**config.mk**
```make
export PLATFORM = sky130hd
export DESIGN_NAME = fetch_stage_flat
export DESIGN_NICKNAME = d
export VERILOG_FILES = /design/src/rtl/fetch_stage_pkg.sv /design/src/rtl/fetch_stage_if.sv /design/src/rtl/fetch_queue.sv /design/src/rtl/fetch_stage.sv /design/src/flat_wrapper.sv
export SDC_FILE = /design/constraint.sdc
export NUM_CORES = 1
export LEC_CHECK = 0
export BUFFER_PORTS_ARGS = -buffer_cell sky130_fd_sc_hd__clkbuf_2
export CAP_MARGIN = 15
export CORE_MARGIN = 2
export CORE_UTILIZATION = 52
export CTS_CLUSTER_DIAMETER = 30
export CTS_CLUSTER_SIZE = 25
export DETAILED_ROUTE_END_ITERATION = 8
export GPL_TIMING_DRIVEN = 0
export MAX_ROUTING_LAYER = met4
export PLACE_DENSITY = 0.69
export SYNTH_ARGS = -nofsm -noshare
export SYNTH_HDL_FRONTEND = slang
export SYNTH_HIERARCHICAL = 1
export SYNTH_SLANG_ARGS = --single-unit
```
**constraint.sdc**
```tcl
create_clock -name clk -period 3.8 [get_ports clk]
set_input_delay 0.19 -clock clk [delete_from_list [all_inputs] [get_ports clk]]
set_output_delay 0.19 -clock clk [all_outputs]
set_load 0.03 [all_outputs]
```
**src/rtl/fetch_stage_pkg.sv**
```systemverilog
// rtl/fetch_stage_pkg.sv - shared widths, reset PC and fetch entry type for the fetch stage
package fetch_stage_pkg;

    localparam int PC_W   = 16;
    localparam int INST_W = 32;
    localparam logic [PC_W-1:0] RESET_PC_DEFAULT = 16'h0000;

    typedef struct packed {
        logic [PC_W-1:0]   pc;
        logic [INST_W-1:0] inst;
        logic [PC_W-1:0]   pred_npc;
    } fetch_entry_t;

    // Instructions are word aligned, so a predicted target never carries low bits.
    function automatic logic [PC_W-1:0] align_pc(input logic [PC_W-1:0] a);
        return a & ~PC_W'(3);
    endfunction

endpackage

```
**src/rtl/fetch_stage_if.sv**
```systemverilog
// rtl/fetch_stage_if.sv - imem, btb, redirect and decode-side signals of the fetch stage
interface fetch_stage_if;
    import fetch_stage_pkg::*;

    logic              imem_en;
    logic [PC_W-1:0]   imem_addr;
    logic [INST_W-1:0] imem_rdata;
    logic [PC_W-1:0]   btb_pc;
    logic [PC_W-1:0]   btb_npc;
    logic              redirect_valid;
    logic [PC_W-1:0]   redirect_pc;
    logic              out_valid;
    logic              out_ready;
    logic [PC_W-1:0]   out_pc;
    logic [INST_W-1:0] out_inst;
    logic [PC_W-1:0]   out_pred_npc;

    modport master (
        output imem_en, imem_addr, btb_pc, out_valid, out_pc, out_inst, out_pred_npc,
        input  imem_rdata, btb_npc, redirect_valid, redirect_pc, out_ready
    );

    modport slave (
        input  imem_en, imem_addr, btb_pc, out_valid, out_pc, out_inst, out_pred_npc,
        output imem_rdata, btb_npc, redirect_valid, redirect_pc, out_ready
    );

endinterface

```
**src/rtl/fetch_queue.sv**
```systemverilog
// rtl/fetch_queue.sv - in-order fetch entry FIFO with flush, concurrent push/pop at any occupancy
module fetch_queue
    import fetch_stage_pkg::*;
#(
    parameter int DEPTH = 4
) (
    input  logic                   clk,
    input  logic                   rst,
    input  logic                   flush,
    input  logic                   push,
    input  fetch_entry_t           push_data,
    input  logic                   pop,
    output fetch_entry_t           head,
    output logic                   not_empty,
    output logic [$clog2(DEPTH):0] count
);

    localparam int PTR_W = $clog2(DEPTH);
    localparam int CNT_W = PTR_W + 1;

    fetch_entry_t     mem [DEPTH];
    logic [PTR_W-1:0] wr_ptr;
    logic [PTR_W-1:0] rd_ptr;
    logic             do_push;
    logic             do_pop;

    // A full queue still accepts a push when the head leaves in the same cycle.
    assign do_pop    = pop && (count != '0);
    assign do_push   = push && ((count != CNT_W'(DEPTH)) || do_pop);
    assign not_empty = (count != '0);
    assign head      = mem[rd_ptr];

    always_ff @(posedge clk) begin
        if (rst || flush) begin
            wr_ptr <= '0;
            rd_ptr <= '0;
            count  <= '0;
        end else begin
            if (do_push) wr_ptr <= wr_ptr + 1'b1;
            if (do_pop)  rd_ptr <= rd_ptr + 1'b1;
            case ({do_push, do_pop})
                2'b10:   count <= count + 1'b1;
                2'b01:   count <= count - 1'b1;
                default: count <= count;
            endcase
        end
    end

    always_ff @(posedge clk) begin
        if (do_push && !(rst || flush)) mem[wr_ptr] <= push_data;
    end

endmodule

```
**src/rtl/fetch_stage.sv**
```systemverilog
// rtl/fetch_stage.sv - PC sequencing, one-deep imem fetch slot and fetch queue; FETCH_BTB_PRED_EN selects BTB prediction
module fetch_stage
    import fetch_stage_pkg::*;
#(
    parameter logic [PC_W-1:0] RESET_PC = RESET_PC_DEFAULT,
    parameter int              FQ_DEPTH = 4
) (
    input  logic          clk,
    input  logic          rst,
    fetch_stage_if.master bus
);

    localparam int CNT_W = $clog2(FQ_DEPTH) + 1;

    logic [PC_W-1:0]  pc;
    logic [PC_W-1:0]  pred_npc;
    logic             inflight_valid;
    logic [PC_W-1:0]  inflight_pc;
    logic [PC_W-1:0]  inflight_npc;
    logic [CNT_W-1:0] q_count;
    logic [CNT_W-1:0] occupancy;
    logic             q_not_empty;
    logic             issue_ok;
    logic             push;
    logic             pop;
    fetch_entry_t     push_entry;
    fetch_entry_t     q_head;

    always_comb begin
        pred_npc = '0;
`ifdef FETCH_BTB_PRED_EN
        pred_npc = align_pc(bus.btb_npc);
`else
        pred_npc = align_pc(pc + PC_W'(4));
`endif
    end

    // The in-flight fetch already owns a queue slot; occupancy is taken before any pop.
    assign occupancy = q_count + CNT_W'(inflight_valid);
    assign issue_ok  = !rst && !bus.redirect_valid && (occupancy < CNT_W'(FQ_DEPTH));

    assign bus.imem_en   = issue_ok;
    assign bus.imem_addr = pc;
    assign bus.btb_pc    = pc;

    always_ff @(posedge clk) begin
        if (rst) begin
            pc             <= RESET_PC;
            inflight_valid <= 1'b0;
            inflight_pc    <= '0;
            inflight_npc   <= '0;
        end else if (bus.redirect_valid) begin
            pc             <= bus.redirect_pc;
            inflight_valid <= 1'b0;
        end else begin
            inflight_valid <= issue_ok;
            if (issue_ok) begin
                pc           <= pred_npc;
                inflight_pc  <= pc;
                inflight_npc <= pred_npc;
            end
        end
    end

    assign push_entry = '{pc: inflight_pc, inst: bus.imem_rdata, pred_npc: inflight_npc};
    assign push       = inflight_valid && !bus.redirect_valid;
    assign pop        = bus.out_valid && bus.out_ready && !bus.redirect_valid;

    fetch_queue #(.DEPTH(FQ_DEPTH)) u_queue (
        .clk       (clk),
        .rst       (rst),
        .flush     (bus.redirect_valid),
        .push      (push),
        .push_data (push_entry),
        .pop       (pop),
        .head      (q_head),
        .not_empty (q_not_empty),
        .count     (q_count)
    );

    assign bus.out_valid    = q_not_empty && !rst;
    assign bus.out_pc       = q_head.pc;
    assign bus.out_inst     = q_head.inst;
    assign bus.out_pred_npc = q_head.pred_npc;

endmodule

```
**src/flat_wrapper.sv**
```systemverilog
// flat-port wrapper written by rule: the top's interface ports become plain ports
module fetch_stage_flat import fetch_stage_pkg::*;
#(
    parameter logic [PC_W-1:0] RESET_PC = RESET_PC_DEFAULT,
    parameter int              FQ_DEPTH = 4
)
  (clk, rst, bus_imem_en, bus_imem_addr, bus_btb_pc, bus_out_valid, bus_out_pc, bus_out_inst, bus_out_pred_npc, bus_imem_rdata, bus_btb_npc, bus_redirect_valid, bus_redirect_pc, bus_out_ready);
  fetch_stage_if bus_i ();
  input  logic clk;
  input  logic rst;
  output wire logic [$bits(bus_i.imem_en)-1:0] bus_imem_en;
  output wire logic [$bits(bus_i.imem_addr)-1:0] bus_imem_addr;
  output wire logic [$bits(bus_i.btb_pc)-1:0] bus_btb_pc;
  output wire logic [$bits(bus_i.out_valid)-1:0] bus_out_valid;
  output wire logic [$bits(bus_i.out_pc)-1:0] bus_out_pc;
  output wire logic [$bits(bus_i.out_inst)-1:0] bus_out_inst;
  output wire logic [$bits(bus_i.out_pred_npc)-1:0] bus_out_pred_npc;
  input wire logic [$bits(bus_i.imem_rdata)-1:0] bus_imem_rdata;
  input wire logic [$bits(bus_i.btb_npc)-1:0] bus_btb_npc;
  input wire logic [$bits(bus_i.redirect_valid)-1:0] bus_redirect_valid;
  input wire logic [$bits(bus_i.redirect_pc)-1:0] bus_redirect_pc;
  input wire logic [$bits(bus_i.out_ready)-1:0] bus_out_ready;
  assign bus_imem_en = bus_i.imem_en;
  assign bus_imem_addr = bus_i.imem_addr;
  assign bus_btb_pc = bus_i.btb_pc;
  assign bus_out_valid = bus_i.out_valid;
  assign bus_out_pc = bus_i.out_pc;
  assign bus_out_inst = bus_i.out_inst;
  assign bus_out_pred_npc = bus_i.out_pred_npc;
  assign bus_i.imem_rdata = bus_imem_rdata;
  assign bus_i.btb_npc = bus_btb_npc;
  assign bus_i.redirect_valid = bus_redirect_valid;
  assign bus_i.redirect_pc = bus_redirect_pc;
  assign bus_i.out_ready = bus_out_ready;
  fetch_stage #(.RESET_PC(RESET_PC), .FQ_DEPTH(FQ_DEPTH)) u_core (.clk(clk), .rst(rst), .bus(bus_i));
endmodule
```
==> summary.md, run 1 <==
| Metric | Value |
|---|---|
| Result of the run | finished clean |
| Max-cap check violation count | 0 |
| Synthesized instance count | just under 700 |
| Total number of nets in the final design | 1008 |
| Most common cell after layout, fill and taps aside | edfxtp_1 |
| Standard cell core area | 23300 µm² |
| Final worst-path cycle share | about four fifths |
| Horiz. Die Dim | ~160 µm |
| Count of instances resized after the clock tree is built | 0 |
| Post-synthesis instance area | around 12000 µm² |
| Post-detailed-route via-to-cell ratio | 5.45 |
| Final-report setup violation count | 0 |
| Vert. Die Dim | about 160 µm |
| Commonest non-fill, non-tap cells in the layout | edfxtp_1 (256), clkbuf_2 (151), mux4_2 (60), clkbuf_16 (56), dfxtp_1 (56) |
| Final RePlAce weighted congestion | between 0.8 and 0.9 |
| Ratio of cells with drive above 1 in the final layout | 35.6% |
| Yosys top cell area share | between 60 and 70% |
| IR Drop Worst-Case VDD | around 0.36 mV |
| Top achievable clock speed | between 300 and 400 MHz |
| Final Util | 68.0% |
| Synth cell types | 57 |
| Pwr per Cell Area | about 560 nW/µm² |
| Maximum number of pins on one net before global-route repair | 42 |
| DP HPWL | roughly 16000 µm |
| DRT antenna net count | 0 |
| Deepest clock path buffer count | 3 |
| Overflow left after global routing | 0 |
| Number of synthesized flops with an enable pin | about 260 |
| Yosys top cell by area | edfxtp_1 |
| Starting DRT DRC Count | approximately 420 |
| Total setup buffers inserted after CTS | 0 |
| Static Leak | about 5.6 nW |
| Category of the most critical setup path | reg -> out |
| Number of inserted diodes | 0 |
| Primary flip-flop cell chosen by synthesis mapping | edfxtp_1 |
| Area grow syn2layout | 29.3% |
| Clock latency at the later pin of the worst-skew pair | around 0.54 ns |
| Total clock buffers created by CTS | 50 |
| Antenna violations before repair | 0 |
| CP Launch Type | register |
| Total routing resource utilization after global routing | approximately 21% |
| Total count of hold-check failures in the final report | 0 |
| Global-route wire length before repair | approximately 40000 µm |
| Sequential power share | a little over two fifths |
| Classification of the worst-slack hold path | in -> reg |
| Vias | 7064 |
| Async SR Flop Fraction | 0% |
| Net Sw Power | between 1.5 and 2 mW |
| CP required | roughly 3.6 ns |
| Startpoint of the lowest-slack register-to-register path | u_core/u_queue/count[1] |
| Actual transition at the worst max-transition pin | approximately 0.8 ns |
| Top-level port count | between 150 and 200 |
| Sw Ratio | 20.0% |
| Number of global-route vias before repair | approximately 7300 |
| Power share of the clock group | 53.3% |
| Proportion of synthesized chip area in sequential cells | 72.0% |
| Mean area per synthesized cell | about 18 µm² |
| Number of sinks on the clock net | between 300 and 400 |
| Crit path arrival time | approximately 2.9 ns |
| Quantity of I/O buffers inserted on ports | 149 |
| Total number of placement rows | 56 |
| Number of warnings printed during yosys synthesis | 6 |
| WL/cell | slightly below 20 µm |
| Filler Cell Count | between 1500 and 2000 |
| Largest driver fanout on the critical path | 10 |
| Reg-to-reg slack, setup | 0.98 ns |
| Dominant cells by area after synthesis | edfxtp_1 (63%), mux4_2 (11%), dfxtp_1 (9.2%) |
| Detailed-route DRC error count | 0 |
| Worst Hold Launch | rst |
| Total internal power | ~7 mW |
| Worst rel slew slack | between 40% and 50% |
| Htree depth | 2 |
| Clock root buffer | clkbuf_16 |
| Fin Clk Skew | 0.0187 ns |
| Starting density of the core | a little over half |
| Final period demand of the worst path | 3.07 ns |
| Combinational share of power | about 3.5% |
| Total of flip-flops plus latches after synthesis | 312 |
| Number of slew-limit violations in the final report | 0 |
| Hold depth | 3 |
| Detailed-route wire length | 25400 µm |
| Full die area | ~25000 µm² |
| Category of the worst setup path capture point | output port |
| Worst reg2reg endpoint | u_core/u_queue/mem[3][24] |
| Hold Worst Slack | 0.128 ns |
| Clk slew on worst S/H paths | approximately 0.050 ns |
| Hold Crit Endpoint | u_core/inflight_valid |
| Drt first pass iters | 5 |
| CTS tree | built |
| Setup repair after global routing missed its margin | false |
| Cell count of the worst reg-to-reg path | 7 |
## sequential cells by signal (all words and copies together) (netlist names), named ones only
signal                 flops
u_core/inflight_npc       14
u_core/bus.btb_pc         16
u_core/u_queue/wr_ptr      2
u_core/inflight_valid      1
u_core/u_queue/count       3
u_core/u_queue/mem       256
u_core/inflight_pc        16
u_core/u_queue/rd_ptr      2
## area by class of cell
class,instances,area [µm²],share of cell area [%]
Buffer,57,424,2.68
Clock buffer,64,1440,9.11
Clock inverter,30,369,2.33
Inverter,16,60.1,0.380
Multi-Input combinational cell,296,2980,18.8
Sequential cell,312,8810,55.7
Tap cell,319,399,2.52
Timing Repair Buffer,201,1340,8.45
## metal layers
layer  vias up  part of all wire [%]  track usage [%]  wire length, µm
met5         -                     0                -                0
met4         0                   1.5             5.45              373
met3        33                   5.9             4.35             1510
met2       271                    51             35.8            13000
met1      3548                    41             27.2            10500
li1       3212                     -                -                -
## worst max path at each step
| stage | startpoint | to | slack [ns] | depth (start not counted) |
|---|---|---|---|---|
| 6_report | u_core/u_queue/count[1] | bus_imem_en | 0.73 | 5 |
| 5_1_grt | u_core/u_queue/count[1] | bus_imem_en | 0.53 | 5 |
| 4_1_cts | u_core/u_queue/count[1] | bus_imem_en | 0.75 | 5 |
| 3_5_place_dp | bus_redirect_valid | u_core/u_queue/mem[3][56] | 0.84 | 9 |
| 3_3_place_gp | bus_redirect_valid | u_core/u_queue/mem[1][10] | -1.02 | 8 |
| 2_1_floorplan | u_core/u_queue/count[1] | u_core/u_queue/mem[0][0] | 0.14 | 6 |
## worst max-delay path, cell delays in order (launching register included)
cell,delay [ns]
dfxtp_1,0.55
nand3_1,0.20
xnor2_1,0.34
nor2_1,0.61
clkbuf_1,0.37
clkbuf_2,0.28
## what timing repair did
| action | in CTS | in global routing |
|---|---|---|
| endpoints found under the hold margin | 144 | 0 |
| hold buffers | 48 | 0 |
| setup endpoints to repair | 0 | 0 |
## cell families after synthesis
| group | count (synthesis) | share of synthesized area, % |
|---|---|---|
| flip-flops | 312 | 72.0 |
| AND/OR/NAND/NOR | 108 | 5.24 |
| AO/OA/AOI/OAI | 92 | 4.93 |
| buffers and inverters | 73 | 3.96 |
| multiplexers | 64 | 11.9 |
| XOR/XNOR | 18 | 1.29 |
| adder cells (fa/ha/maj) | 6 | 0.675 |
| other | 1 | 0.0306 |
## cells in the mapped netlist, types with 5 or more instances
cell	instances
buf_4	17
nor2_1	16
mux4_2	60
buf_2	7
clkbuf_1	20
a21oi_1	20
or3_1	5
nand2b_1	16
inv_1	15
nand2_1	9
a211oi_1	14
nand3_1	29
buf_6	5
edfxtp_1	256
dfxtp_1	56
ha_1	5
xnor2_1	8
o21ai_0	27
a311oi_1	8
xor2_1	10
buf_12	6
## power by group through the flow
| stage | clock [mW] | sequential, mW | combinational (mW) |
|---|---|---|---|
| after CTS | 4.76 | 3.80 | 0.305 |
| after floorplan | 0 | 3.87 | 0.144 |
| final | 4.69 | 3.80 | 0.308 |
| after global routing | 4.92 | 3.80 | 0.331 |
| after global placement | 0 | 3.86 | 0.255 |
| after detailed placement | 0 | 3.87 | 0.263 |
## through the flow
step | setup TNS [ns] | area [µm²] | std cells | setup slack [ns] | total power [mW]
2_1_floorplan | 0 | 12300 | 681 | 0.140 | 4.01
3_3_place_gp | -258.62 | 13400 | 1149 | -1.02 | 4.12
3_5_place_dp | 0 | 13500 | 1153 | 0.836 | 4.13
4_1_cts | 0 | 15800 | 1295 | 0.750 | 8.87
5_1_grt | 0 | 15800 | 1295 | 0.528 | 9.06
6_report | 0 | 15800 | 1295 | 0.729 | 8.80
No activity file was read; power rests on OpenSTA's default activity.
==> run 2: changes to the inputs <==
--- a/config.mk
+++ b/config.mk
@@ -5,6 +5,7 @@
 export SDC_FILE = /design/constraint.sdc
 export NUM_CORES = 1
 export LEC_CHECK = 0
+export ABC_AREA = 1
 export BUFFER_PORTS_ARGS = -buffer_cell sky130_fd_sc_hd__clkbuf_2
 export CAP_MARGIN = 15
 export CORE_MARGIN = 2
@@ -14,7 +15,7 @@
 export DETAILED_ROUTE_END_ITERATION = 8
 export GPL_TIMING_DRIVEN = 0
 export MAX_ROUTING_LAYER = met4
-export PLACE_DENSITY = 0.69
+export PLACE_DENSITY = 0.72
 export SYNTH_ARGS = -nofsm -noshare
 export SYNTH_HDL_FRONTEND = slang
 export SYNTH_HIERARCHICAL = 1
==> constraint.sdc (replaced) <==
create_clock -name clk -period 2.8 [get_ports clk]
set_input_delay 0.14 -clock clk [delete_from_list [all_inputs] [get_ports clk]]
set_output_delay 0.14 -clock clk [all_outputs]
set_load 0.03 [all_outputs]
==> summary.md, run 2 <==
| Metric | Value |
|---|---|
| Yosys top cell by area | edfxtp_1 |
| WL/cell | roughly 17 µm |
| Clock latency at the later pin of the worst-skew pair | 0.53 ns |
| Full die area | around 25000 µm² |
| Mean area per synthesized cell | 12.3 µm² |
| Fin Clk Skew | 0.0157 ns |
| Actual transition at the worst max-transition pin | 0.687 ns |
| Clock root buffer | clkbuf_16 |
| Final Util | between 60% and 70% |
| Total clock buffers created by CTS | 48 |
| Critical Path Most Common Cell | inv_1 |
| Maximum number of pins on one net before global-route repair | 29 |
| Synth cell types | 33 |
| Detailed-route DRC error count | 0 |
| CP required | 3.01 ns |
| Classification of the worst-slack hold path | in -> reg |
| Total of flip-flops plus latches after synthesis | 312 |
| Total design power | ~11 mW |
| Starting density of the core | between 50 and 60% |
| Slowest stage cell on the critical path | dfxtp_1 |
| Most common cell after layout, fill and taps aside | edfxtp_1 |
| Area fraction in compound gates after synthesis | 10.4% |
| Commonest non-fill, non-tap cells in the layout | edfxtp_1 (256), clkbuf_2 (152), nor2_1 (144), nand2_1 (120), o21ai_0 (87) |
| Antenna violations before repair | 0 |
| Quantity of I/O buffers inserted on ports | roughly 150 |
| Primary flip-flop cell chosen by synthesis mapping | edfxtp_1 |
| Total number of nets in the final design | 1348 |
| Reg-to-reg slack, setup | roughly 0.33 ns |
| Number of warnings printed during yosys synthesis | 6 |
| Total number of placement rows | 56 |
| CTS tree | built |
| Hold Worst Slack | 0.0476 ns |
| Overflow left after global routing | 0 |
| Standard cell core area | about 23000 µm² |
| Worst rel slew slack | between 50% and 60% |
| Number of slew-limit violations in the final report | 0 |
| Total routing resource utilization after global routing | around 23% |
| Global-route wire length before repair | around 41000 µm |
| DP HPWL | ~17000 µm |
| Number of global-route vias before repair | 7950 |
| Vert. Die Dim | between 150 and 200 µm |
| Detailed-route wire length | approximately 28000 µm |
| Final period demand of the worst path | approximately 2.5 ns |
| Final-report setup violation count | 0 |
| Number of sinks on the clock net | between 300 and 400 |
| Critical path cell sequence | inv_1, nand2_1, inv_1, nor2_4, nand2_1, nor2_1, o21ai_2, inv_1, nand2_2, nor2_4, buf_12, buf_12 |
| Area grow syn2layout | 29.2% |
| Vias | 8515 |
| Number of synthesized flops with an enable pin | between 200 and 300 |
| Deepest clock path buffer count | 3 |
| DRT antenna net count | 0 |
| Main combinational cell family by area after synthesis | simple AND/OR/NAND/NOR gates |
| Starting DRT DRC Count | between 600 and 700 |
| Max-cap check violation count | 0 |
| Register with the highest flop count | u_core/u_queue/mem |
| Hold depth | 4 |
| Synthesized-area fraction occupied by adder cells | less than 1% |
| Number of inserted diodes | 0 |
| Top achievable clock speed | 405 MHz |
| Crit path arrival time | about 2.7 ns |
| Largest driver fanout on the critical path | 27 |
| Top-level port count | ~170 |
| Post-synthesis instance area | 12300 µm² |
| Final worst-path cycle share | between 80% and 90% |
| Placed Cells | ~1500 |
| Synthesized instance count | 1000 |
| Result of the run | finished clean |
| Async SR Flop Fraction | 0% |
| Post-detailed-route via-to-cell ratio | about 5.2 |
| Static Leak | 6.14 nW |
| Drt first pass iters | 5 |
| Proportion of synthesized chip area in sequential cells | a little under three quarters |
| Horiz. Die Dim | roughly 160 µm |
| Largest stage delay, worst path | between 0.3 and 0.4 ns |
| Cell types with the highest counts after synthesis | edfxtp_1 (256), nor2_1 (149), nand2_1 (121) |
| Pwr per Cell Area | slightly above 700 nW/µm² |
| CP Launch Type | register |
| Clk slew on worst S/H paths | about 0.050 ns |
| Total count of hold-check failures in the final report | 0 |
| Category of the worst setup path capture point | register |
| Most common cell in the netlist | edfxtp_1 |
| Startpoint of the lowest-slack register-to-register path | u_core/u_queue/count[2] |
| Xor and xnor fraction of the mapped netlist area | less than 1% |
| Yosys top cell area share | about 63% |
| Number of cells in the finished layout apart from fillers | 1630 |
| Worst Hold Launch | bus_redirect_valid |
| Htree depth | 2 |
| Ratio of cells with drive above 1 in the final layout | approximately a quarter |
| Multiplexer area fraction after synthesis | 0% |
| Dominant cells by area after synthesis | edfxtp_1 (63%), dfxtp_1 (9.1%), nor2_1 (4.6%) |
| Setup repair after global routing missed its margin | false |
| IR Drop Worst-Case VDD | 0.462 mV |
| Cell count of the worst reg-to-reg path | 12 |
| Worst reg2reg endpoint | u_core/u_queue/mem[2][12] |
| Flip-flop count of the largest register after layout | ~260 |
| Hold Crit Endpoint | u_core/u_queue/count[2] |
| Final RePlAce weighted congestion | ~0.86 |
| Simple-Gate Fraction of Synth Area | between 10% and 20% |
| Worst setup path startpoint | u_core/u_queue/count[2] |
| Category of the most critical setup path | reg -> reg |
[run 2: worst max-delay path by stage]
stage | end | slack (ns) | cells after the start
floorplan | u_core/u_queue/mem[0][0] | 0.03 | 10
global placement | u_core/u_queue/mem[0][20] | -0.66 | 10
finish | u_core/u_queue/mem[2][12] | 0.33 | 12
detailed placement | u_core/u_queue/mem[1][20] | 0.02 | 12
CTS | u_core/u_queue/mem[1][19] | 0.004 | 12
global route | u_core/u_queue/mem[2][14] | 0.06 | 12
[run 2: logic make-up (layout without fill, tap and decap cells)]
group / count (synthesis) / in the layout
AOI/OAI and AO/OA: 232 / 232
xor gates and xnor gates: 2 / 2
adders and majority gates: 6 / 6
buffers and inverters: 111 / 414
DFF: 312 / 312
other: 1 / 8
and+or+nand+nor: 336 / 337
[run 2: per-stage QoR]
step	instance area (µm²)	TNS (ns)	setup slack [ns]
2_1_floorplan	12300	0	0.0350
3_3_place_gp	13500	-158.50	-0.661
3_5_place_dp	13600	0	0.0172
4_1_cts	15800	0	0.00445
5_1_grt	15800	0	0.0641
6_report	15800	0	0.332
[run 2: routing by layer]
metal | global-route usage, % | vias to the layer above | share of wire (%) | wire length [µm]
li1 | - | 4134 | - | -
met1 | 28.4 | 4009 | 42 | 11600
met2 | 37.1 | 325 | 49 | 13400
met3 | 4.13 | 47 | 6.7 | 1850
met4 | 7.97 | 0 | 2.5 | 689
met5 | - | - | 0 | 0
[run 2: timing repair]
action / 4_1_cts / 5_1_grt
gates resized for setup: 0 / 0
hold buffers: 49 / 0
setup endpoints to repair: 0 / 127
endpoints found under the hold margin: 145 / 0
setup buffers: 0 / 10
[run 2: area by class of cell]
class                           count  area, µm²
Multi-Input combinational cell    585       2880
Clock buffer                       58       1300
Sequential cell                   312       8810
Timing Repair Buffer              216       1470
Inverter                           38        146
Fill cell                        1634       7490
Clock inverter                     29        338
Tap cell                          319        399
Buffer                             73        495
[run 2: report_power, final]
group | internal [mW] | switching (mW) | total, mW | leakage (nW)
sequential | 5.07 | 0.0683 | 5.14 | 2.81
clock | 3.82 | 2.05 | 5.87 | 0.800
combinational | 0.177 | 0.270 | 0.447 | 2.52
total | 9.06 | 2.39 | 11.5 | 6.14
[run 2: critical path, delay by kind of cell, from the launching register on]
kind | cells | cell delay, ns
AO/OA/AOI/OAI | 1 | 0.14
buffers and inverters | 5 | 0.69
AND/OR/NAND/NOR | 6 | 0.91
flip-flops | 1 | 0.37
